### config.mk
export PLATFORM = sky130hd
export DESIGN_NAME = instr_mem_loader
export DESIGN_NICKNAME = d
export VERILOG_FILES = /design/src/rtl/mips_pkg.sv /design/src/rtl/byte_packer.sv /design/src/rtl/instr_mem_loader.sv
export SDC_FILE = /design/constraint.sdc
export NUM_CORES = 1
export LEC_CHECK = 0
export CORE_MARGIN = 10
export CORE_UTILIZATION = 54
export CTS_BUF_LIST = sky130_fd_sc_hd__clkbuf_16
export DETAILED_ROUTE_END_ITERATION = 16
export PLACE_DENSITY_LB_ADDON = 0.05
export SYNTH_ARGS = -nofsm -noshare
export SYNTH_HDL_FRONTEND = slang
export SYNTH_HIERARCHICAL = 1
export SYNTH_SLANG_ARGS = --single-unit
### constraint.sdc
create_clock -name i_clk -period 6.27 [get_ports i_clk]
set_input_delay 0.9405 -clock i_clk [delete_from_list [all_inputs] [get_ports i_clk]]
set_output_delay 0.9405 -clock i_clk [all_outputs]
set_load 0.01 [all_outputs]
### src/rtl/mips_pkg.sv
// Shared definitions for the instruction-memory loader path: loader FSM
// state encoding, instruction word geometry and the default terminator.
package mips_pkg;

    localparam int INSTR_W        = 32;
    localparam int BYTES_PER_WORD = 4;

    // HALT encoding; a load ends once this word has been written.
    localparam logic [INSTR_W-1:0] HALT_WORD = 32'hFFFF_FFFF;

    typedef enum logic [1:0] {
        IDLE  = 2'd0,
        RECV  = 2'd1,
        WRITE = 2'd2,
        DONE  = 2'd3
    } loader_state_t;

endpackage

### src/rtl/byte_packer.sv
// Big-endian byte packer: shifts incoming bytes into a word register so the
// first byte of a group lands in the most significant byte. word_valid is a
// combinational flag that is high in the cycle whose byte completes a word;
// word_next is the complete word in that same cycle.
module byte_packer
    import mips_pkg::*;
#(
    parameter int DATA_W = INSTR_W
) (
    input  logic              clk,
    input  logic              rst_n,
    input  logic              clear,
    input  logic              accept,
    input  logic [7:0]        byte_data,
    input  logic              byte_valid,
    output logic [DATA_W-1:0] word_next,
    output logic              word_valid
);

    localparam logic [1:0] LAST_BYTE = 2'(BYTES_PER_WORD - 1);

    logic [DATA_W-1:0] shift_q;
    logic [1:0]        byte_cnt_q;
    logic              take;

    assign take       = accept && byte_valid;
    assign word_next  = {shift_q[DATA_W-9:0], byte_data};
    assign word_valid = take && (byte_cnt_q == LAST_BYTE);

    // Shift register and byte counter; clear wins over a byte in the same cycle.
    always_ff @(posedge clk or negedge rst_n) begin
        if (!rst_n) begin
            shift_q    <= '0;
            byte_cnt_q <= '0;
        end else if (clear) begin
            shift_q    <= '0;
            byte_cnt_q <= '0;
        end else if (take) begin
            shift_q    <= word_next;
            byte_cnt_q <= byte_cnt_q + 2'd1;
        end
    end

endmodule

### src/rtl/instr_mem_loader.sv
// Instruction-memory loader. Packs the debug UART byte stream into 32-bit
// big-endian words and writes them to consecutive word addresses starting at
// a byte-addressed base. A load ends after the terminator word is written or
// after the last memory address is written (o_full).
//
// Handshake: there is no backpressure. i_rx_valid is a one-cycle strobe and
// i_rx_data is only meaningful while it is high; bytes are accepted in RECV
// and in WRITE (unless WRITE ends the load) and dropped everywhere else.
// o_mem_we is high for exactly one cycle per word and is the only qualifier
// of o_mem_addr / o_mem_data, which otherwise hold their last values.
module instr_mem_loader
    import mips_pkg::*;
#(
    parameter int                ADDR_W   = 8,
    parameter int                DATA_W   = 32,
    parameter logic [DATA_W-1:0] END_WORD = HALT_WORD
) (
    input  logic                i_clk,
    input  logic                i_rst_n,
    input  logic                i_start,
    input  logic [ADDR_W+1:0]   i_base_addr,
    input  logic [7:0]          i_rx_data,
    input  logic                i_rx_valid,
    output logic                o_mem_ce,
    output logic                o_mem_we,
    output logic [ADDR_W-1:0]   o_mem_addr,
    output logic [DATA_W-1:0]   o_mem_data,
    output logic                o_busy,
    output logic                o_done,
    output logic                o_full,
    output logic [ADDR_W:0]     o_word_count,
    output loader_state_t       o_state
);

    localparam logic [ADDR_W-1:0] ADDR_LAST = '1;
    localparam logic [ADDR_W:0]   WC_MAX    = {1'b1, {ADDR_W{1'b0}}};

    loader_state_t     state_q;
    logic [ADDR_W-1:0] addr_q;
    logic              start_ok;
    logic              exit_done;
    logic              pack_accept;
    logic              pack_clear;
    logic [DATA_W-1:0] word_next;
    logic              word_valid;
    logic [1:0]        unused_base_lsb;

    // Byte-offset bits of the base address are irrelevant to word addressing.
    assign unused_base_lsb = i_base_addr[1:0];

    assign o_state = state_q;

    // A start is honoured only between loads.
    assign start_ok = i_start && ((state_q == IDLE) || (state_q == DONE));

    // The word being written this cycle ends the load if it is the
    // terminator or if it sits at the last memory address.
    assign exit_done = (state_q == WRITE) &&
                       ((o_mem_data == END_WORD) || (addr_q == ADDR_LAST));

    // A byte arriving in WRITE seeds the next word, unless the load ends.
    assign pack_accept = (state_q == RECV) || ((state_q == WRITE) && !exit_done);
    assign pack_clear  = start_ok || exit_done;

    byte_packer #(
        .DATA_W (DATA_W)
    ) u_packer (
        .clk        (i_clk),
        .rst_n      (i_rst_n),
        .clear      (pack_clear),
        .accept     (pack_accept),
        .byte_data  (i_rx_data),
        .byte_valid (i_rx_valid),
        .word_next  (word_next),
        .word_valid (word_valid)
    );

    // Loader FSM with registered memory-port and status outputs.
    always_ff @(posedge i_clk or negedge i_rst_n) begin
        if (!i_rst_n) begin
            state_q      <= IDLE;
            addr_q       <= '0;
            o_mem_ce     <= 1'b0;
            o_mem_we     <= 1'b0;
            o_mem_addr   <= '0;
            o_mem_data   <= '0;
            o_busy       <= 1'b0;
            o_done       <= 1'b0;
            o_full       <= 1'b0;
            o_word_count <= '0;
        end else begin
            case (state_q)
                IDLE, DONE: begin
                    if (start_ok) begin
                        state_q      <= RECV;
                        addr_q       <= i_base_addr[ADDR_W+1:2];
                        o_word_count <= '0;
                        o_full       <= 1'b0;
                        o_done       <= 1'b0;
                        o_mem_ce     <= 1'b1;
                        o_busy       <= 1'b1;
                    end
                end
                RECV: begin
                    if (word_valid) begin
                        state_q    <= WRITE;
                        o_mem_we   <= 1'b1;
                        o_mem_addr <= addr_q;
                        o_mem_data <= word_next;
                    end
                end
                WRITE: begin
                    o_mem_we <= 1'b0;
                    if (o_word_count != WC_MAX) begin
                        o_word_count <= o_word_count + 1'b1;
                    end
                    if (exit_done) begin
                        state_q  <= DONE;
                        o_done   <= 1'b1;
                        o_full   <= (o_mem_data != END_WORD);
                        o_mem_ce <= 1'b0;
                        o_busy   <= 1'b0;
                    end else begin
                        state_q <= RECV;
                        addr_q  <= addr_q + 1'b1;
                    end
                end
                default: begin
                    state_q <= IDLE;
                end
            endcase
        end
    end

endmodule

==> flow_metrics.tcl, run 1 <==
set metrics [dict create \
    outcome "finished clean" \
    whs_path_depth 1 \
    area_delta_synth_final_pct 23.7 \
    antenna_found_initial 0 \
    yosys-top-cells-area "dfrtp_1 (52%), mux2_2 (11%), mux2i_1 (4.0%)" \
    finalHoldViolCount 0 \
    grt_first_pass_wirelength_mm 16.0 \
    post-route-min-period_ns 3.79 \
    grt.overflow.total 0 \
    slew_viol_final 0 \
    power.density_nw_per_um2 420 \
    wl_per_cell_um 18.1 \
    nets 465 \
    slowest_stage "nand2_1" \
    cts-root-buf "clkbuf_16" \
    critPathLaunchType "flop" \
    routed_wirelength_mm 9.82 \
    placedCellCount 527 \
    stdcell_count 543 \
    path_delay_family "simple AND/OR/NAND/NOR gates" \
    postCtsSetupBuffers 0 \
    syn-num-nets 405 \
    fin_worst_skew_ns 0.0104 \
    synth_seq_area_share 0.518 \
    num_antenna_cells 0 \
    seqCellArea_um2 2230 \
    vias 3110 \
    synthCells 376 \
    die_h_um 109 \
    setup_viol 0 \
    rsz0062_at_grt "false" \
    finalCritPeriodShare 0.604 \
    grt_util_all_layers 0.167 \
    drive_gt1_frac 0.152 \
    synth_most_common_cell "dfrtp_1" \
    cts_buffer_depth 2 \
    crit_fanout 25 \
    clkSinkCount 89 \
    clk_pin_slew_ns 0.07 \
    cts_buffers 9 \
    arrival_ns 4.00 \
    worstRegToRegCells 9 \
    grt_max_degree 48 \
    yosysTopAreaCell "dfrtp_1" \
    max_freq_ghz 0.264 \
    synthArstFlopShare 1.00 \
    synth.distinct_cells 50 \
    core_region_area_um2 7730 \
    ios 78 \
    worstPathCellList "ha_1, nand3_1, nor3_2, a21oi_2, a21o_1, and3_1, nand2_1, buf_4, mux2_2" \
    drtPass1Iterations 4 \
    worstHoldEndpoint "o_mem_addr[6]" \
    yosysWarnings 6 \
    hp-class "flop to flop" \
    start_util 0.557 \
    die_area_um2 11900 \
    critPathCaptureType "flop" \
    die_w_um 109 \
    cts.repair.resized 0 \
    p_leak_nw 2.40 \
    hold_start "o_mem_addr[6]" \
    fillerInstances 566 \
    via_per_inst 5.73 \
    r2r_start "addr_q[0]" \
    yosysTopAreaCellShare 0.518 \
    port_buffers 75 \
    syn_area_um2 4300 \
    vdd_drop_max_mv 0.217 \
    syn_avg_cell_area_um2 11.4 \
    h-tree-depth 3 \
    ant_nets 0 \
    synth-seq-cells 89 \
    synthTopCellsByCount "dfrtp_1 (89), mux2_2 (41), nand2b_1 (26)" \
    path_buf_inv 1 \
    slowest_delay_ns 0.65 \
    rr_endpoint "o_mem_data[13]" \
    drc_errors 0 \
    insertion_delay_ns 0.33 \
    rows 32 \
    first_global_vias 3226 \
    synth_edf_count 0 \
    ctsHoldBuffers 0 \
    ys.flop_type "dfrtp_1" \
    maxSlewHeadroom 0.260 \
    drt_iter0_drc 149 \
    multi_input_area_um2 1870 \
    max-cap-violations 0 \
    worstPathRequired_ns 6.48 \
    worst-r2r-setup-slack_ns 2.48 \
    hpwl_mm 6.88 \
    criticalPathCategory "flop to flop" \
    cts_tree "built" \
    worstMarginPinSlew_ns 1.11 \
    finalSetupTns_ns 0 \
    routabilityCongestion 0.857 \
]
registers in the layout (all words and copies together), names as in the netlist, 2 cells and up:
register	count
o_state	2
o_mem_addr	8
o_mem_data	32
o_word_count	9
addr_q	8
u_packer/byte_cnt_q	2
u_packer/shift_q	24
worst reg2reg max path, stage by stage (launching register included):
cell and delay, ns:
dfrtp_1 0.43, ha_1 0.27, nand3_1 0.16, nor3_2 0.08
a21oi_2 0.51, a21o_1 0.49, and3_1 0.27, nand2_1 0.65
buf_4 0.50, mux2_2 0.30
how the worst max path moves through the flow:
stage / start / end / slack [ns] / depth (start not counted)
floorplan: addr_q[0] / o_mem_addr[0] / 3.56 / 11
global placement: addr_q[0] / o_mem_data[15] / 2.54 / 9
detailed placement: addr_q[0] / o_mem_data[10] / 2.52 / 9
CTS: addr_q[0] / o_mem_data[13] / 2.46 / 9
global route: addr_q[0] / o_mem_data[13] / 2.21 / 9
finish: addr_q[0] / o_mem_data[13] / 2.48 / 9
per-stage QoR:
step	cell area (um^2)	util	total power (W)	hold WS (ns)	setup WS, ns
after global routing	5320	0.689	0.00236	0.517	2.21
final	5320	0.689	0.00223	0.505	2.48
after global placement	5020	0.650	0.00168	0.467	2.54
after floorplan	4300	-	0.00136	0.482	3.56
after CTS	5320	0.689	0.00225	0.508	2.46
after detailed placement	5020	0.650	0.00171	0.494	2.52
cell usage in the layout, fill, tap and decap left out, types with 2 or more instances in the layout:
master / netlist / routed
clkbuf_16: 0 / 9
nand2_1: 15 / 15
nand2b_1: 26 / 26
nand4b_1: 8 / 8
inv_1: 7 / 7
nand4_1: 10 / 10
xor2_1: 2 / 2
mux2_2: 41 / 41
mux2i_1: 17 / 17
a311oi_1: 2 / 2
clkdlybuf4s50_1: 0 / 74
a21o_1: 6 / 6
clkinvlp_4: 0 / 2
nor3_1: 17 / 17
nor4b_1: 2 / 2
a21oi_1: 17 / 17
buf_4: 9 / 3
and4_1: 2 / 2
and2_1: 2 / 2
clkinv_1: 1 / 2
nor4_4: 2 / 2
inv_6: 0 / 3
nor3b_1: 2 / 2
o21ai_1: 8 / 8
and3_1: 6 / 6
a22o_1: 2 / 2
nor2b_1: 3 / 3
ha_1: 7 / 7
o22ai_1: 5 / 5
o21ai_0: 10 / 10
nor2_1: 11 / 11
dfrtp_1: 89 / 89
nand3_1: 12 / 12
power by group:
part | switching (W) | internal, W
clock network | 0.000229 | 0.000312
logic | 0.000361 | 0.000416
registers | 0.000152 | 0.000764
total | 0.000743 | 0.00149
routing by layer:
layer  track usage  vias to the layer above  routed length [um]
met2         0.284                       86                4910
met1         0.206                     1535                4230
met4        0.0558                        0                 121
met3        0.0389                       11                 558
met5             0                        -                   0
li1              -                     1478                   -
cell type report:
type,instances,share of cell area
Sequential cell,89,0.418
Multi-Input combinational cell,251,0.352
Tap cell,102,0.0240
Inverter,8,0.00564
Clock buffer,9,0.0423
Timing Repair Buffer,77,0.143
Clock inverter,7,0.0141
cell families (layout without fill, tap and decap cells):
kind of cell	Yosys count	after routing	synth area share
xor gates and xnor gates	2	2	0.00407
buffers and inverters	36	101	0.0468
adders and majority gates	7	7	0.0204
muxes	59	59	0.150
and+or+nand+nor	122	122	0.171
DFF	89	89	0.518
AOI/OAI and AO/OA	61	61	0.0901
No activity file was read; power rests on OpenSTA's default activity.
==> inputs of run 2 (changes only) <==
--- a/config.mk
+++ b/config.mk
@@ -6,7 +6,7 @@
 export NUM_CORES = 1
 export LEC_CHECK = 0
 export CORE_MARGIN = 10
-export CORE_UTILIZATION = 54
+export CORE_UTILIZATION = 47
 export CTS_BUF_LIST = sky130_fd_sc_hd__clkbuf_16
 export DETAILED_ROUTE_END_ITERATION = 16
 export PLACE_DENSITY_LB_ADDON = 0.05
==> constraint.sdc (replaced) <==
create_clock -name i_clk -period 3.45 [get_ports i_clk]
set_input_delay 0.5175 -clock i_clk [delete_from_list [all_inputs] [get_ports i_clk]]
set_output_delay 0.5175 -clock i_clk [all_outputs]
set_load 0.01 [all_outputs]
==> run 2 against run 1 <==
Net effect: count of clock-buffer cells in the layout is the same; critical path depth is the same; sequential share of layout area shrank 0.58 points; final cell count grew 2.6%; sequential cell count is the same; highest routed layer unchanged.
==> flow_metrics.tcl, run 2 (synthesized netlist as in run 1, its figures left out) <==
set metrics [dict create \
    routed_wirelength_mm 10.1 \
    insertion_delay_ns 0.33 \
    worst-r2r-setup-slack_ns 0.83 \
    worstMarginPinSlew_ns 0.641 \
    ios 78 \
    core_region_area_um2 8810 \
    h-tree-depth 3 \
    drc_errors 0 \
    seqPwrFrac 0.407 \
    die_area_um2 13400 \
    maxSlewHeadroom 0.572 \
    drt_iter0_drc 168 \
    crit_end "o_mem_data[2]" \
    ant_nets 0 \
    critPathCaptureType "flop" \
    finalSetupTns_ns 0 \
    internal_power_w 0.00273 \
    vias 3163 \
    p_leak_nw 2.45 \
    wl_per_cell_um 18.1 \
    post-route-min-period_ns 2.62 \
    first_global_vias 3212 \
    startpoint "addr_q[1]" \
    r2r_start "addr_q[1]" \
    pwr-share-comb 0.354 \
    ctsHoldBuffers 0 \
    start_util 0.489 \
    critPathLaunchType "flop" \
    nets 473 \
    cts_buffer_depth 2 \
    max_flop_register "o_mem_data" \
    drtPass1Iterations 4 \
    max-cap-violations 0 \
    rows 34 \
    drive_gt1_frac 0.165 \
    worstPathRequired_ns 3.67 \
    area_delta_synth_final_pct 25.4 \
    clkSinkCount 89 \
    cts.repair.resized 0 \
    cts_tree "built" \
    rr_endpoint "o_mem_data[2]" \
    post-route-util 0.613 \
    layout_commonest_cell "dfrtp_1" \
    design_area_um2 5400 \
    antenna_found_initial 0 \
    finalCritPeriodShare 0.759 \
    grt.overflow.total 0 \
    setup_viol 0 \
    hp-class "input port to async pin" \
    stdcell_count 557 \
    p_clk_frac 0.239 \
    criticalPathCategory "flop to flop" \
    postCtsSetupBuffers 0 \
    finalHoldViolCount 0 \
    vdd_drop_max_mv 0.376 \
    power.density_nw_per_um2 754 \
    hpwl_mm 7.11 \
    layout_common_cells "dfrtp_1 (89), clkdlybuf4s50_1 (74), mux2_2 (41), nand2b_1 (26)" \
    die_w_um 116 \
    crit_fanout 36 \
    port_buffers 75 \
    switching_share 0.330 \
    grt_first_pass_wirelength_mm 16.5 \
    fin_worst_skew_ns 0.00688 \
    rsz0062_at_grt "false" \
    clk_pin_slew_ns 0.07 \
    routabilityCongestion 0.816 \
    p_sw_w 0.00134 \
    worstRegToRegCells 9 \
    placedCellCount 541 \
    die_h_um 116 \
    grt_max_degree 41 \
    dpl_cell_area_um2 5100 \
    largest_reg_flops 32 \
    via_per_inst 5.68 \
    grt_util_all_layers 0.154 \
    reg_top3 "o_mem_data (32), u_packer/shift_q (24), o_word_count (9)" \
    cts-root-buf "clkbuf_16" \
    max_freq_ghz 0.382 \
    outcome "finished clean" \
    slew_viol_final 0 \
    arrival_ns 2.84 \
    cts_buffers 9 \
    num_antenna_cells 0 \
]
run 2: cell count changes in the layout (fill, tap and decap cells not counted):
cell | before | now
clkinv_4 | 0 | 1
clkinv_1 | 2 | 3
inv_6 | 3 | 1
buf_4 | 3 | 10
buf_12 | 0 | 1
run 2: area by class of cell:
type	count	area, um^2
multi-input cells	251	1870
clock buffers	9	225
repair buffers	85	836
well taps	108	135
clock inverters	7	70.1
inverters	8	30.0
fillers	744	3410
flip-flops and latches	89	2230
run 2: worst min-delay path by stage:
stage                        startpoint         endpoint  slack [ns]  cells past startpoint
after detailed placement  o_mem_addr[7]    o_mem_addr[7]        0.49                      2
after global routing            i_rst_n  o_word_count[7]        0.21                      1
after floorplan                 i_rst_n        addr_q[0]        0.22                      0
after CTS                       i_rst_n  o_word_count[7]        0.18                      1
final                           i_rst_n  o_word_count[0]        0.16                      1
after global placement    o_mem_addr[7]    o_mem_addr[7]        0.48                      2
run 2: power groups by stage:
| stage | Sequential, W | Combinational, W | Clock, W |
|---|---|---|---|
| after floorplan | 0.00170 | 0.000773 | 0 |
| after global placement | 0.00167 | 0.00143 | 0 |
| after detailed placement | 0.00168 | 0.00145 | 0 |
| after CTS | 0.00166 | 0.00146 | 0.000991 |
| after global routing | 0.00171 | 0.00158 | 0.00104 |
| final | 0.00166 | 0.00144 | 0.000972 |
run 2: per-layer routing:
metal,track usage,up-vias,routed length [um]
met5,0,-,0
met4,0.0500,0,153
met3,0.0439,13,627
met2,0.252,71,4870
met1,0.192,1591,4450
li1,-,1488,-
run 2: metrics by stage:
| stage | setup WS, ns | total power (W) | hold slack [ns] |
|---|---|---|---|
| after floorplan | 0.745 | 0.00247 | 0.222 |
| after global placement | 0.839 | 0.00310 | 0.475 |
| after detailed placement | 0.831 | 0.00313 | 0.485 |
| after CTS | 0.824 | 0.00411 | 0.180 |
| after global routing | 0.616 | 0.00433 | 0.208 |
| final | 0.831 | 0.00407 | 0.155 |
run 2: critical path: stages, from the launching register on:
cell	delay, ns
dfrtp_1	0.43
ha_1	0.25
nand3_1	0.15
nor3_2	0.26
a21oi_2	0.06
a21o_1	0.19
and3_1	0.19
nand2_1	0.31
buf_12	0.28
mux2_2	0.36
==> inputs of run 3 (changes only) <==
--- a/config.mk
+++ b/config.mk
@@ -6,7 +6,7 @@
 export NUM_CORES = 1
 export LEC_CHECK = 0
 export CORE_MARGIN = 10
-export CORE_UTILIZATION = 47
+export CORE_UTILIZATION = 53
 export CTS_BUF_LIST = sky130_fd_sc_hd__clkbuf_16
 export DETAILED_ROUTE_END_ITERATION = 16
 export PLACE_DENSITY_LB_ADDON = 0.05
==> constraint.sdc (replaced) <==
create_clock -name i_clk -period 2.7 [get_ports i_clk]
set_input_delay 0.405 -clock i_clk [delete_from_list [all_inputs] [get_ports i_clk]]
set_output_delay 0.405 -clock i_clk [all_outputs]
set_load 0.01 [all_outputs]
==> run 3 against run 2 <==
Net effect: global-route usage up 1.3 points; hold slack worse by 0.071 ns; first-iteration DRC count down 18%; largest cell class unchanged; setup slack worse by 0.64 ns; clock power up 24%; utilization up 8.2 points; largest power group unchanged; routed wire length down 1.4%; final cell count down 0.54%; power up 28%; critical endpoint is now o_mem_data[29]; non-clock buffer count up 3; count of clock-buffer cells in the layout unchanged.
==> flow_metrics.tcl, run 3 (synthesized netlist as in run 1, its figures left out) <==
set metrics [dict create \
    max-cap-violations 0 \
    wl_per_cell_um 18.0 \
    insertion_delay_ns 0.33 \
    finalHoldViolCount 0 \
    layout_commonest_cell "dfrtp_1" \
    power.density_nw_per_um2 961 \
    largest_reg_flops 32 \
    seqCellArea_um2 2230 \
    max_flop_register "o_mem_data" \
    outcome "finished clean" \
    grt_max_degree 48 \
    vias 3158 \
    postCtsSetupBuffers 0 \
    crit_fanout 16 \
    p_leak_nw 2.48 \
    slew_viol_final 0 \
    die_h_um 110 \
    clkSinkCount 89 \
    grt.overflow.total 0 \
    cts_tree "built" \
    critPathLaunchType "flop" \
    area_delta_synth_final_pct 26.2 \
    fillerInstances 603 \
    routabilityCongestion 0.835 \
    cts.repair.resized 0 \
    holdWs_ns 0.0842 \
    drt_iter0_drc 137 \
    reg_top3 "o_mem_data (32), u_packer/shift_q (24), o_word_count (9)" \
    start_util 0.551 \
    antenna_found_initial 0 \
    drc_errors 0 \
    critPathCaptureType "flop" \
    max_freq_ghz 0.398 \
    grt_util_all_layers 0.167 \
    ant_nets 0 \
    worstPathRequired_ns 2.92 \
    ctsHoldBuffers 0 \
    clk_pin_slew_ns 0.06 \
    layout_common_cells "dfrtp_1 (89), clkdlybuf4s50_1 (74), mux2_2 (41), nand2b_1 (26)" \
    drtPass1Iterations 4 \
    hpwl_mm 7.03 \
    finalSetupTns_ns 0 \
    ios 78 \
    cts_buffer_depth 2 \
    criticalPathCategory "flop to flop" \
    arrival_ns 2.73 \
    rsz0062_at_grt "false" \
    hp-class "input port to async pin" \
    finalCritPeriodShare 0.930 \
    nets 476 \
    first_global_vias 3198 \
    port_buffers 75 \
    fin_worst_skew_ns 0.00627 \
    core_region_area_um2 7810 \
    vdd_drop_max_mv 0.594 \
    die_area_um2 12100 \
    place_ws_ns 0.186 \
    cts_buffers 9 \
    setup_viol 0 \
    post-route-util 0.695 \
    grt_first_pass_wirelength_mm 16.0 \
    maxSlewHeadroom 0.593 \
    cts-root-buf "clkbuf_16" \
    post-route-min-period_ns 2.51 \
    num_antenna_cells 0 \
    worstMarginPinSlew_ns 0.611 \
    routed_wirelength_mm 9.96 \
    die_w_um 110 \
    drive_gt1_frac 0.170 \
    multi_input_area_um2 1870 \
    rows 32 \
    fin_ws_ns 0.190 \
    h-tree-depth 3 \
    via_per_inst 5.70 \
]
## run 3: where the power goes
group / leakage [nW] / internal (W) / switching (W)
Clock: 0.148 / 0.000709 / 0.000499
Combinational: 1.15 / 0.00103 / 0.000856
Sequential: 1.18 / 0.00178 / 0.000349
## run 3: worst paths after layout
| path | from | endpoint | slack (ns) | depth (start not counted) |
|---|---|---|---|---|
| max | addr_q[0] | o_mem_data[29] | 0.19 | 9 |
| min | i_rst_n | o_mem_addr[5] | 0.08 | 1 |
| max reg2reg | addr_q[0] | o_mem_data[29] | 0.19 | 9 |
| min reg2reg | u_packer/shift_q[19] | o_mem_data[27] | 0.50 | 1 |
| max in group asynchronous | i_rst_n | u_packer/shift_q[8] | 1.96 | 2 |
| min in group i_clk | u_packer/shift_q[19] | o_mem_data[27] | 0.50 | 1 |
## run 3: metal layers
metal | GRT usage | share of wire
met4 | 0.0505 | 0.012
met2 | 0.283 | 0.50
met3 | 0.0482 | 0.060
met5 | 0 | 0
met1 | 0.202 | 0.43
## run 3: area by class of cell
cell class / count / area share
Clock inverter: 7 / 0.0113
Multi-Input combinational cell: 251 / 0.345
Sequential cell: 89 / 0.410
Timing Repair Buffer: 88 / 0.163
Clock buffer: 9 / 0.0415
Inverter: 8 / 0.00553
Tap cell: 102 / 0.0235
## run 3: worst max-delay path: stages, from the launching register on
cell     delay (ns)
dfrtp_1        0.42
ha_1           0.26
nand3_1        0.19
nor3_2         0.29
a21oi_2        0.06
a21o_1         0.20
and3_1         0.19
nand2_1        0.13
buf_4          0.27
mux2_2         0.37
## run 3: per-stage QoR
stage          cells  instance area (um^2)  total power, W
5_1_grt          554                  5430         0.00554
6_report         554                  5430         0.00522
3_5_place_dp     538                  5140         0.00404
3_3_place_gp     538                  5140         0.00399
4_1_cts          554                  5430         0.00527
2_1_floorplan    376                  4310         0.00316
